### src/rtl/cop0_pkg.sv
// cop0_pkg: CP0 register numbers, SR/Cause bit positions and ExcCode constants
package cop0_pkg;
  localparam logic [4:0] REG_BADVADDR = 5'd8;
  localparam logic [4:0] REG_COUNT    = 5'd9;
  localparam logic [4:0] REG_COMPARE  = 5'd11;
  localparam logic [4:0] REG_SR       = 5'd12;
  localparam logic [4:0] REG_CAUSE    = 5'd13;
  localparam logic [4:0] REG_EPC      = 5'd14;
  localparam int SR_IE       = 0;
  localparam int SR_EL       = 1;
  localparam int SR_UM       = 4;
  localparam int SR_IM_LO    = 8;
  localparam int SR_IM_HI    = 15;
  localparam int CAUSE_BD    = 31;
  localparam int CAUSE_IP_LO = 8;
  localparam int CAUSE_IP_HI = 15;
  localparam int CAUSE_EX_LO = 2;
  localparam int CAUSE_EX_HI = 6;
  typedef enum logic [4:0] {
    EXC_INT  = 5'd0,
    EXC_ADEL = 5'd4,
    EXC_ADES = 5'd5,
    EXC_SYS  = 5'd8
  } exc_code_e;
endpackage

### src/rtl/cop0_regfile_param_if.sv
// cop0_regfile_param_if: pipeline <-> CP0 bus; COP0_BADVADDR_EN adds iBadVAddr
interface cop0_regfile_param_if #(
  parameter int DATA_W = 32,
  parameter int IRQ_W  = 8
);
  logic [4:0]        iReadRegister;
  logic [DATA_W-1:0] oReadData;
  logic [4:0]        iWriteRegister;
  logic [DATA_W-1:0] iWriteData;
  logic              iRegWrite;
  logic              iExcOccurred;
  logic [4:0]        iExcCode;
  logic [DATA_W-1:0] iExcPC;
  logic              iBranchDelay;
  logic              iEret;
  logic [DATA_W-1:0] oEretTarget;
  logic [IRQ_W-2:0]  iPendingInterrupt;
  logic [IRQ_W-1:0]  oInterruptMask;
  logic              oIntRequest;
  logic              oUserMode;
  logic              oExcLevel;
  logic [4:0]        iRegDispSelect;
  logic [DATA_W-1:0] oRegDisp;
`ifdef COP0_BADVADDR_EN
  logic [DATA_W-1:0] iBadVAddr;
`endif
  modport master (
    output iReadRegister, iWriteRegister, iWriteData, iRegWrite, iExcOccurred, iExcCode,
           iExcPC, iBranchDelay, iEret, iPendingInterrupt, iRegDispSelect,
`ifdef COP0_BADVADDR_EN
    output iBadVAddr,
`endif
    input  oReadData, oEretTarget, oInterruptMask, oIntRequest, oUserMode, oExcLevel, oRegDisp
  );
  modport slave (
    input  iReadRegister, iWriteRegister, iWriteData, iRegWrite, iExcOccurred, iExcCode,
           iExcPC, iBranchDelay, iEret, iPendingInterrupt, iRegDispSelect,
`ifdef COP0_BADVADDR_EN
    input  iBadVAddr,
`endif
    output oReadData, oEretTarget, oInterruptMask, oIntRequest, oUserMode, oExcLevel, oRegDisp
  );
endinterface

### src/rtl/cop0_timer.sv
// cop0_timer: prescaled Count, Compare and the latched compare-match interrupt
module cop0_timer #(
  parameter int DATA_W    = 32,
  parameter int COUNT_DIV = 2
) (
  input  logic              clk,
  input  logic              rst,
  input  logic              count_we_i,
  input  logic              compare_we_i,
  input  logic [DATA_W-1:0] wdata_i,
  output logic [DATA_W-1:0] count_o,
  output logic [DATA_W-1:0] compare_o,
  output logic              timer_irq_o
);
  localparam int PW = COUNT_DIV > 1 ? $clog2(COUNT_DIV) : 1;
  logic [PW-1:0]     pre_q, pre_d;
  logic [DATA_W-1:0] count_q, count_d, compare_q, compare_d;
  logic              pend_q, pend_d, tick;
  assign tick = pre_q == PW'(COUNT_DIV - 1);
  // next state: a Count write overrides the tick, a Compare write overrides a match
  always_comb begin
    pre_d     = (count_we_i || tick) ? '0 : pre_q + 1'b1;
    count_d   = count_we_i ? wdata_i : tick ? count_q + 1'b1 : count_q;
    compare_d = compare_we_i ? wdata_i : compare_q;
    pend_d    = compare_we_i ? 1'b0 : (tick && count_q == compare_q) ? 1'b1 : pend_q;
  end
  // timer state registers
  always_ff @(posedge clk) begin
    if (rst) begin
      pre_q     <= '0;
      count_q   <= '0;
      compare_q <= '0;
      pend_q    <= 1'b0;
    end else begin
      pre_q     <= pre_d;
      count_q   <= count_d;
      compare_q <= compare_d;
      pend_q    <= pend_d;
    end
  end
  assign count_o     = count_q;
  assign compare_o   = compare_q;
  assign timer_irq_o = pend_q;
endmodule

### src/rtl/cop0_regfile_param.sv
// cop0_regfile_param: CP0 register file (Count/Compare/SR/Cause/EPC); COP0_BADVADDR_EN adds BadVAddr
module cop0_regfile_param
  import cop0_pkg::*;
#(
  parameter int              DATA_W    = 32,
  parameter int              IRQ_W     = 8,
  parameter int              COUNT_DIV = 2,
  parameter logic [DATA_W-1:0] SR_RESET  = 32'h00000511
) (
  input logic iCLK,
  input logic iCLR,
  cop0_regfile_param_if.slave bus
);
  logic [DATA_W-1:0] sr_q, sr_d, epc_q, epc_d, count, compare, bad_val, cause_val;
  logic              bd_q, bd_d, timer_irq, wr;
  logic [4:0]        exc_q, exc_d;
  logic [1:0]        sw_q, sw_d;
  logic [7:0]        ip8;
  logic [DATA_W-1:0] cp0_map [32];
  assign wr = bus.iRegWrite && !bus.iExcOccurred && !bus.iEret;
  cop0_timer #(.DATA_W(DATA_W), .COUNT_DIV(COUNT_DIV)) u_timer (
    .clk         (iCLK),
    .rst         (iCLR),
    .count_we_i  (wr && bus.iWriteRegister == REG_COUNT),
    .compare_we_i(wr && bus.iWriteRegister == REG_COMPARE),
    .wdata_i     (bus.iWriteData),
    .count_o     (count),
    .compare_o   (compare),
    .timer_irq_o (timer_irq)
  );
  // exception beats eret beats mtc0; nested exceptions keep EPC and BD
  always_comb begin
    sr_d  = sr_q;
    epc_d = epc_q;
    bd_d  = bd_q;
    exc_d = exc_q;
    sw_d  = sw_q;
    if (bus.iExcOccurred) begin
      sr_d[SR_EL] = 1'b1;
      sr_d[SR_UM] = 1'b0;
      exc_d       = bus.iExcCode;
      epc_d       = sr_q[SR_EL] ? epc_q : bus.iExcPC;
      bd_d        = sr_q[SR_EL] ? bd_q : bus.iBranchDelay;
    end else if (bus.iEret) begin
      sr_d[SR_EL] = 1'b0;
      sr_d[SR_UM] = 1'b1;
    end else if (bus.iRegWrite) begin
      sr_d  = bus.iWriteRegister == REG_SR ? bus.iWriteData : sr_q;
      epc_d = bus.iWriteRegister == REG_EPC ? bus.iWriteData : epc_q;
      sw_d  = bus.iWriteRegister == REG_CAUSE ? bus.iWriteData[9:8] : sw_q;
    end
  end
  // SR, EPC and the writable Cause fields
  always_ff @(posedge iCLK) begin
    if (iCLR) begin
      sr_q  <= SR_RESET;
      epc_q <= '0;
      bd_q  <= 1'b0;
      exc_q <= '0;
      sw_q  <= '0;
    end else begin
      sr_q  <= sr_d;
      epc_q <= epc_d;
      bd_q  <= bd_d;
      exc_q <= exc_d;
      sw_q  <= sw_d;
    end
  end
`ifdef COP0_BADVADDR_EN
  logic [DATA_W-1:0] badvaddr_q;
  // capture the faulting address on first-level address errors only
  always_ff @(posedge iCLK) begin
    if (iCLR) badvaddr_q <= '0;
    else if (bus.iExcOccurred && !sr_q[SR_EL] && (bus.iExcCode == EXC_ADEL || bus.iExcCode == EXC_ADES))
      badvaddr_q <= bus.iBadVAddr;
  end
  assign bad_val = badvaddr_q;
`else
  assign bad_val = '0;
`endif
  assign ip8       = 8'({timer_irq, bus.iPendingInterrupt}) | {6'b0, sw_q};
  assign cause_val = DATA_W'({bd_q, 15'b0, ip8, 1'b0, exc_q, 2'b0});
  // register map shared by mfc0 and the debug display port
  always_comb begin
    for (int i = 0; i < 32; i++) cp0_map[i] = '0;
    cp0_map[REG_BADVADDR] = bad_val;
    cp0_map[REG_COUNT]    = count;
    cp0_map[REG_COMPARE]  = compare;
    cp0_map[REG_SR]       = sr_q;
    cp0_map[REG_CAUSE]    = cause_val;
    cp0_map[REG_EPC]      = epc_q;
  end
  assign bus.oReadData      = cp0_map[bus.iReadRegister];
  assign bus.oRegDisp       = cp0_map[bus.iRegDispSelect];
  assign bus.oEretTarget    = epc_q;
  assign bus.oInterruptMask = sr_q[SR_IE] ? ip8[IRQ_W-1:0] & sr_q[SR_IM_LO +: IRQ_W] : '0;
  assign bus.oIntRequest    = |bus.oInterruptMask && !sr_q[SR_EL];
  assign bus.oUserMode      = sr_q[SR_UM];
  assign bus.oExcLevel      = sr_q[SR_EL];
endmodule
### src/flat_wrapper.sv
// flat-port wrapper written by rule: the top's interface ports become plain ports
module cop0_regfile_param_flat import cop0_pkg::*;
#(
  parameter int              DATA_W    = 32,
  parameter int              IRQ_W     = 8,
  parameter int              COUNT_DIV = 2,
  parameter logic [DATA_W-1:0] SR_RESET  = 32'h00000511
)
  (iCLK, iCLR, bus_iReadRegister, bus_iWriteRegister, bus_iWriteData, bus_iRegWrite, bus_iExcOccurred, bus_iExcCode, bus_iExcPC, bus_iBranchDelay, bus_iEret, bus_iPendingInterrupt, bus_iRegDispSelect, bus_oReadData, bus_oEretTarget, bus_oInterruptMask, bus_oIntRequest, bus_oUserMode, bus_oExcLevel, bus_oRegDisp);
  cop0_regfile_param_if #(.DATA_W(DATA_W), .IRQ_W(IRQ_W)) bus_i ();
  input logic iCLK;
  input logic iCLR;
  input wire logic [$bits(bus_i.iReadRegister)-1:0] bus_iReadRegister;
  input wire logic [$bits(bus_i.iWriteRegister)-1:0] bus_iWriteRegister;
  input wire logic [$bits(bus_i.iWriteData)-1:0] bus_iWriteData;
  input wire logic [$bits(bus_i.iRegWrite)-1:0] bus_iRegWrite;
  input wire logic [$bits(bus_i.iExcOccurred)-1:0] bus_iExcOccurred;
  input wire logic [$bits(bus_i.iExcCode)-1:0] bus_iExcCode;
  input wire logic [$bits(bus_i.iExcPC)-1:0] bus_iExcPC;
  input wire logic [$bits(bus_i.iBranchDelay)-1:0] bus_iBranchDelay;
  input wire logic [$bits(bus_i.iEret)-1:0] bus_iEret;
  input wire logic [$bits(bus_i.iPendingInterrupt)-1:0] bus_iPendingInterrupt;
  input wire logic [$bits(bus_i.iRegDispSelect)-1:0] bus_iRegDispSelect;
  output wire logic [$bits(bus_i.oReadData)-1:0] bus_oReadData;
  output wire logic [$bits(bus_i.oEretTarget)-1:0] bus_oEretTarget;
  output wire logic [$bits(bus_i.oInterruptMask)-1:0] bus_oInterruptMask;
  output wire logic [$bits(bus_i.oIntRequest)-1:0] bus_oIntRequest;
  output wire logic [$bits(bus_i.oUserMode)-1:0] bus_oUserMode;
  output wire logic [$bits(bus_i.oExcLevel)-1:0] bus_oExcLevel;
  output wire logic [$bits(bus_i.oRegDisp)-1:0] bus_oRegDisp;
  assign bus_i.iReadRegister = bus_iReadRegister;
  assign bus_i.iWriteRegister = bus_iWriteRegister;
  assign bus_i.iWriteData = bus_iWriteData;
  assign bus_i.iRegWrite = bus_iRegWrite;
  assign bus_i.iExcOccurred = bus_iExcOccurred;
  assign bus_i.iExcCode = bus_iExcCode;
  assign bus_i.iExcPC = bus_iExcPC;
  assign bus_i.iBranchDelay = bus_iBranchDelay;
  assign bus_i.iEret = bus_iEret;
  assign bus_i.iPendingInterrupt = bus_iPendingInterrupt;
  assign bus_i.iRegDispSelect = bus_iRegDispSelect;
  assign bus_oReadData = bus_i.oReadData;
  assign bus_oEretTarget = bus_i.oEretTarget;
  assign bus_oInterruptMask = bus_i.oInterruptMask;
  assign bus_oIntRequest = bus_i.oIntRequest;
  assign bus_oUserMode = bus_i.oUserMode;
  assign bus_oExcLevel = bus_i.oExcLevel;
  assign bus_oRegDisp = bus_i.oRegDisp;
  cop0_regfile_param #(.DATA_W(DATA_W), .IRQ_W(IRQ_W), .COUNT_DIV(COUNT_DIV), .SR_RESET(SR_RESET)) u_core (.iCLK(iCLK), .iCLR(iCLR), .bus(bus_i));
endmodule
### config.mk
export PLATFORM = sky130hd
export DESIGN_NAME = cop0_regfile_param_flat
export DESIGN_NICKNAME = d
export VERILOG_FILES = /design/src/rtl/cop0_pkg.sv /design/src/rtl/cop0_regfile_param_if.sv /design/src/rtl/cop0_timer.sv /design/src/rtl/cop0_regfile_param.sv /design/src/flat_wrapper.sv
export SDC_FILE = /design/constraint.sdc
export NUM_CORES = 1
export LEC_CHECK = 0
export ABC_AREA = 1
export CAP_MARGIN = 20
export CORE_MARGIN = 10
export CORE_UTILIZATION = 52
export CTS_CLUSTER_SIZE = 40
export DETAILED_ROUTE_END_ITERATION = 12
export MAX_ROUTING_LAYER = met4
export PLACE_DENSITY = 0.82
export SLEW_MARGIN = 20
export SYNTH_ARGS = -nofsm -noshare
export SYNTH_HDL_FRONTEND = slang
export SYNTH_SLANG_ARGS = --single-unit
### constraint.sdc
create_clock -name iCLK -period 2.6 [get_ports iCLK]
set_input_delay 0.78 -clock iCLK [delete_from_list [all_inputs] [get_ports iCLK]]
set_output_delay 0.78 -clock iCLK [all_outputs]
set_load 0.02 [all_outputs]
## Word level (Yosys, flattened, before mapping)

Index checks and enable logic that the tools add are counted.

- Bitwise logic cells: 7
- Add/subtract/negate cells: 2
- Reduce and logical (&&, ||, !) cells: 23
- Equal/unequal tests: 8
- Multiplexer cells: 20
- $lt $le $gt $ge: 2

Operator list:

| operator | count |
|---|---|
| 32-bit 2-to-1 mux | 11 |
| 32-bit binary-select mux with 5-bit select | 2 |
| 32-bit by 1-bit adder with 32-bit output (second input constant) | 1 |
| 32-bit == test | 1 |
| 5-bit by 4-bit == test with 1-bit output (second input constant) | 5 |
| 6-bit greater-or-equal comparator (second input constant) | 2 |
| 5-bit NOT with 6-bit output | 2 |
| 4-bit AND reduction | 3 |
| 5-bit 2-to-1 mux | 2 |
| 8-bit AND | 1 |
| 8-bit 2-to-1 mux | 1 |
| 8-bit by 2-bit bitwise OR with 8-bit output | 1 |
| 8-bit OR reduction | 1 |
| 1-bit logical AND | 6 |
| 2-bit nonzero test | 3 |
| 3-bit nonzero test | 2 |
| 1-bit 2-to-1 mux | 4 |
| 2-bit inequality test (second input constant) | 2 |
| 2-bit AND reduction | 2 |
| 2-bit OR reduction | 2 |
| 1-bit logical NOT | 3 |
| 1-bit NOT | 3 |
| 1-bit adder (second input constant) | 1 |
| 1-bit logical OR | 1 |

- Register bits: 138
- Word-level logic and storage cells: 72

## Longest topological paths before layout

- Depth in word-level cells: 6
- Gate-level depth with buffers: 11

## By module

From an unflattened synthesis, not the netlist that was laid out.

- Cell total of the unflattened synthesis: 1,699
- Area total of the unflattened synthesis: 10,090.9 um^2

By module, submodules not included:

| module | cells an instance | instances | area an instance (um^2) | seq. area each (um^2) |
|---|---|---|---|---|
| cop0_regfile_param | 1,113 | 1 | 6,264.8 | 1,441.4 |
| cop0_timer | 586 | 1 | 3,826.2 | 1,321.3 |

## Least setup slack after synthesis

Ideal clock, no wire load.

- Path kind: input to output
- From: input bus_iReadRegister[1]
- To: output bus_oReadData[8]
- Stages: 6
- Data required time: 1.820 ns
- Path slack: -0.251 ns
- Arrival: 2.071 ns
- Cells stage by stage: clkbuf_1 inv_1 clkbuf_1 buf_2 o211ai_1 a311oi_1

- Word-level cells in the longest chain between the ends: 4

Ends and longest elaborated chain:

| element | line | source |
|---|---|---|
| start: declaration | flat_wrapper.sv:13 | `input wire logic [$bits(bus_i.iReadRegister)-1:0] bus_iReadRegister;` |
| 5-bit NOT with 6-bit output (not written as such) | cop0_regfile_param.sv:93 | `assign bus.oReadData = cp0_map[bus.iReadRegister];` |
| 32-bit binary-select mux with 5-bit select | cop0_regfile_param.sv:93 |  |
| 32-bit 2-to-1 mux (not written as such) (2 in series) | cop0_regfile_param.sv:93 |  |
| end: declaration | flat_wrapper.sv:24 | `output wire logic [$bits(bus_i.oReadData)-1:0] bus_oReadData;` |

No other way between the ends. The select of a mux whose other input is x is not followed.

## Final worst setup path

- From: input bus_iRegDispSelect[0]
- To: output bus_oRegDisp[15]

- Word-level cells in the longest chain between the ends: 4

Ends and longest elaborated chain:

| element | line | source |
|---|---|---|
| start: declaration | flat_wrapper.sv:23 | `input wire logic [$bits(bus_i.iRegDispSelect)-1:0] bus_iRegDispSelect;` |
| 5-bit NOT with 6-bit output (not written as such) | cop0_regfile_param.sv:94 | `assign bus.oRegDisp = cp0_map[bus.iRegDispSelect];` |
| 32-bit binary-select mux with 5-bit select | cop0_regfile_param.sv:94 |  |
| 32-bit 2-to-1 mux (not written as such) (2 in series) | cop0_regfile_param.sv:94 |  |
| end: declaration | flat_wrapper.sv:30 | `output wire logic [$bits(bus_i.oRegDisp)-1:0] bus_oRegDisp;` |

No other way between the ends. The select of a mux whose other input is x is not followed.

==> metrics <==
status=finished with violations; violated checks=setup timing; R2R depth=10; count of cell instances traversed by the critical path=7; min cycle time layout=between 2 and 3 ns; clock input transition at the sequential cells of the worst setup and hold paths=~0.06 ns; row count=48; hold_ws=around 0.49 ns; Inserted Clock Buffers=17; GRT overflow=0; synthesized area per cell=6.10 um^2; cell internal power dissipation=4.44 mW; Crit path max-delay family=simple AND/OR/NAND/NOR gates; Top Ports=between 200 and 250; total power=6.48 mW; final weighted congestion of routability-driven global placement=1.09; commonest cells after routing, fill and taps aside=sky130_fd_sc_hd__nand2_1 (338), sky130_fd_sc_hd__inv_1 (177), sky130_fd_sc_hd__dfxtp_1 (136); path type of the worst min-delay path=register to register; Crit path top cell by count=sky130_fd_sc_hd__buf_6; commonest non-fill, non-tap cell in the layout=sky130_fd_sc_hd__nand2_1; number of filler instances in the final layout=1,073; # DRC=0; setup_tns=-3.23 ns; count of buffer and inverter cells on the critical path=4; path type of the worst setup path=input port to output port; share of power burned in the clock network=0.408; vias in the first global route=12,091; clock latency at the later pin of the worst-skew pair=0.44 ns; number of flops mapped to enable cells by yosys=0; total power divided by cell area=about 440 mW/mm^2; clk root buf=sky130_fd_sc_hd__clkbuf_16; total global-route track usage=0.396; Total Nets Final=about 1,900; Worst Setup Start Kind=input port; top achievable clock speed=0.351 GHz; Die Y-Extent=154 um; Rel. slew slack=0.523; sw frac=0.314; sw power=roughly 2.0 mW; Setup Skew=~0.011 ns; slowest library cell on the worst path=sky130_fd_sc_hd__nor3_4; share of synthesized registers carrying an async set or reset=0; data required time at the worst endpoint=1.82 ns; sinks on the clock net=138; Via-to-Cell Ratio=6.59; register area=approximately 0.0028 mm^2; initial cell density of the core=0.535; synthesized netlist net count=1,627; unrepaired setup endpoints after global routing=true; final setup vio count=53; number of H-tree levels=4; number of detailed-route iterations in the first pass=8; post-synthesis cell count=1,529; transition at the pin with the smallest max-transition slack=about 0.71 ns; part of the power in registers=0.348; Hold Path Stages=2; top_reg_cell synth=sky130_fd_sc_hd__dfxtp_1; worst IR drop on VDD=roughly 460 uV; core outline area=0.0174 mm^2; DIE AREA=approximately 0.024 mm^2; maximum fanout count along the critical path=5; proportion of power drawn by combinational gates=0.243; share of post-route cells with drive strength above 1=0.261; placed wire-length estimate after detailed placement=about 36,000 um; number of vias after detailed routing=13,421; wire length of the first global-routing pass=71,900 um; largest net degree at the start of global routing=61; Slew Viols, Final=0; data arrival time of the critical path=2.07 ns; cells along the critical path=buf_8 -> buf_6 -> nor2_4 -> buf_6 -> a221oi_4 -> nor3_4 -> buf_6; post-detailed-routing wire length=~52,000 um; count of unique library cells instantiated by Yosys=36; sequential cell area fraction in the yosys report=0.296; maxcap violations=0; final core utilization=0.842; number of antenna violations at the first check in global routing=0; period utilization=1.10; violation count after the first detailed-route iteration=around 2,400; slowest stage delay, CP=0.38 ns; count of antenna-violating nets left after detailed routing=0; CTS tree=built; area growth from synthesis to layout=57.4%; clock tree buffer depth=2; final worst slack=-0.249 ns; number of hold violations in the final report=0; die outline width=154 um; register bit count reported by yosys=around 140; Avg WL per Cell=about 25 um; port buffer count=203; post-synthesis cell area=0.00932 mm^2; area of the multi-input gates=between 0.006 and 0.007 mm^2; static leakage=5.88 nW; number of synthesis warnings=0; type of element capturing the critical path=output port
## per-layer routing
layer / vias to the layer above / part of all wire / track usage
met5: - / 0 / -
met4: 0 / 0.067 / 0.168
met3: 380 / 0.16 / 0.114
met2: 1323 / 0.41 / 0.561
met1: 6049 / 0.35 / 0.517
li1: 5669 / - / -
## metrics by stage
stage	std cells	cell area, um^2	worst slack [ns]
after detailed placement	1975	12500	-0.967
final	2037	14700	-0.249
after floorplan	1529	9550	0.00342
after global routing	2036	14700	-0.210
after global placement	1975	12500	-0.943
after CTS	2029	14000	-0.0646
## kinds of logic after synthesis
group | count (synthesis) | synth area share
AOI/OAI and AO/OA | 481 | 0.300
xor gates and xnor gates | 20 | 0.0188
adders and majority gates | 1 | 0.00134
buffers and inverters | 309 | 0.129
DFF | 138 | 0.296
and+or+nand+nor | 580 | 0.254
## synth_stat cells (13+ instances only)
master	count	area, um^2
sky130_fd_sc_hd__o2111ai_1	27	236
sky130_fd_sc_hd__buf_2	32	160
sky130_fd_sc_hd__a21oi_1	156	781
sky130_fd_sc_hd__inv_1	186	698
sky130_fd_sc_hd__a31oi_1	19	119
sky130_fd_sc_hd__nand2_1	359	1350
sky130_fd_sc_hd__dfxtp_1	138	2760
sky130_fd_sc_hd__nor3_1	22	110
sky130_fd_sc_hd__xor2_1	13	114
sky130_fd_sc_hd__nor2_1	113	424
sky130_fd_sc_hd__o211ai_1	54	405
sky130_fd_sc_hd__clkbuf_1	69	259
sky130_fd_sc_hd__nand3_1	62	310
sky130_fd_sc_hd__a32oi_1	17	149
sky130_fd_sc_hd__o21ai_0	161	806
sky130_fd_sc_hd__o21ai_1	22	110
## flip-flops by register name (all words and copies together), names as in the netlist
register	count
u_core.bd_q	1
u_core.u_timer.timer_irq_o	1
u_core.sr_q	32
u_core.bus.oEretTarget	32
u_core.sw_q	2
u_core.u_timer.pre_q	1
u_core.u_timer.compare_o	32
u_core.exc_q	5
u_core.u_timer.count_o	32
## power by group through the flow
stage               clock (mW)  combinational, mW  sequential, mW
detailed placement           0               1.21            2.29
finish                    2.65               1.58            2.26
floorplan                    0              0.523            2.31
global route              2.70               1.62            2.26
global placement             0               1.20            2.29
CTS                       2.61               1.39            2.24
## worst paths after layout
path                                           startpoint  slack, ns                         end
worst max register to register  u_core.u_timer.count_o[0]       0.56  u_core.u_timer.count_o[26]
worst max-delay path                bus_iRegDispSelect[0]      -0.25            bus_oRegDisp[15]
worst min register to register            u_core.sr_q[19]       0.49             u_core.sr_q[19]
worst min-delay path                      u_core.sr_q[19]       0.49             u_core.sr_q[19]
## worst reg2reg max path, cell delays in order (launching register included)
cell and delay (ns):
sky130_fd_sc_hd__dfxtp_1 0.45, sky130_fd_sc_hd__buf_4 0.19, sky130_fd_sc_hd__ha_1 0.19, sky130_fd_sc_hd__nand2_1 0.09
sky130_fd_sc_hd__nor2_2 0.18, sky130_fd_sc_hd__nand2_2 0.13, sky130_fd_sc_hd__nor2_2 0.26, sky130_fd_sc_hd__nand2_1 0.09
sky130_fd_sc_hd__nand2_1 0.06, sky130_fd_sc_hd__nand3_1 0.13, sky130_fd_sc_hd__a21oi_1 0.21
## final cells by class
type | instances | area share
well taps | 225 | 0.0192
repair buffers | 362 | 0.264
diodes | 1 | 0.000171
multi-input cells | 1082 | 0.435
clock inverters | 11 | 0.0117
clock buffers | 21 | 0.0300
flip-flops and latches | 138 | 0.188
inverters | 197 | 0.0520
## what timing repair did
action,CTS,global route
pin swaps,64,76
endpoints found under the setup margin,72,62
hold buffers,0,0
gates cloned,8,5
resized for setup,539,145
buffers inserted,15,7
Note: power is estimated with default switching activity, not from simulation.
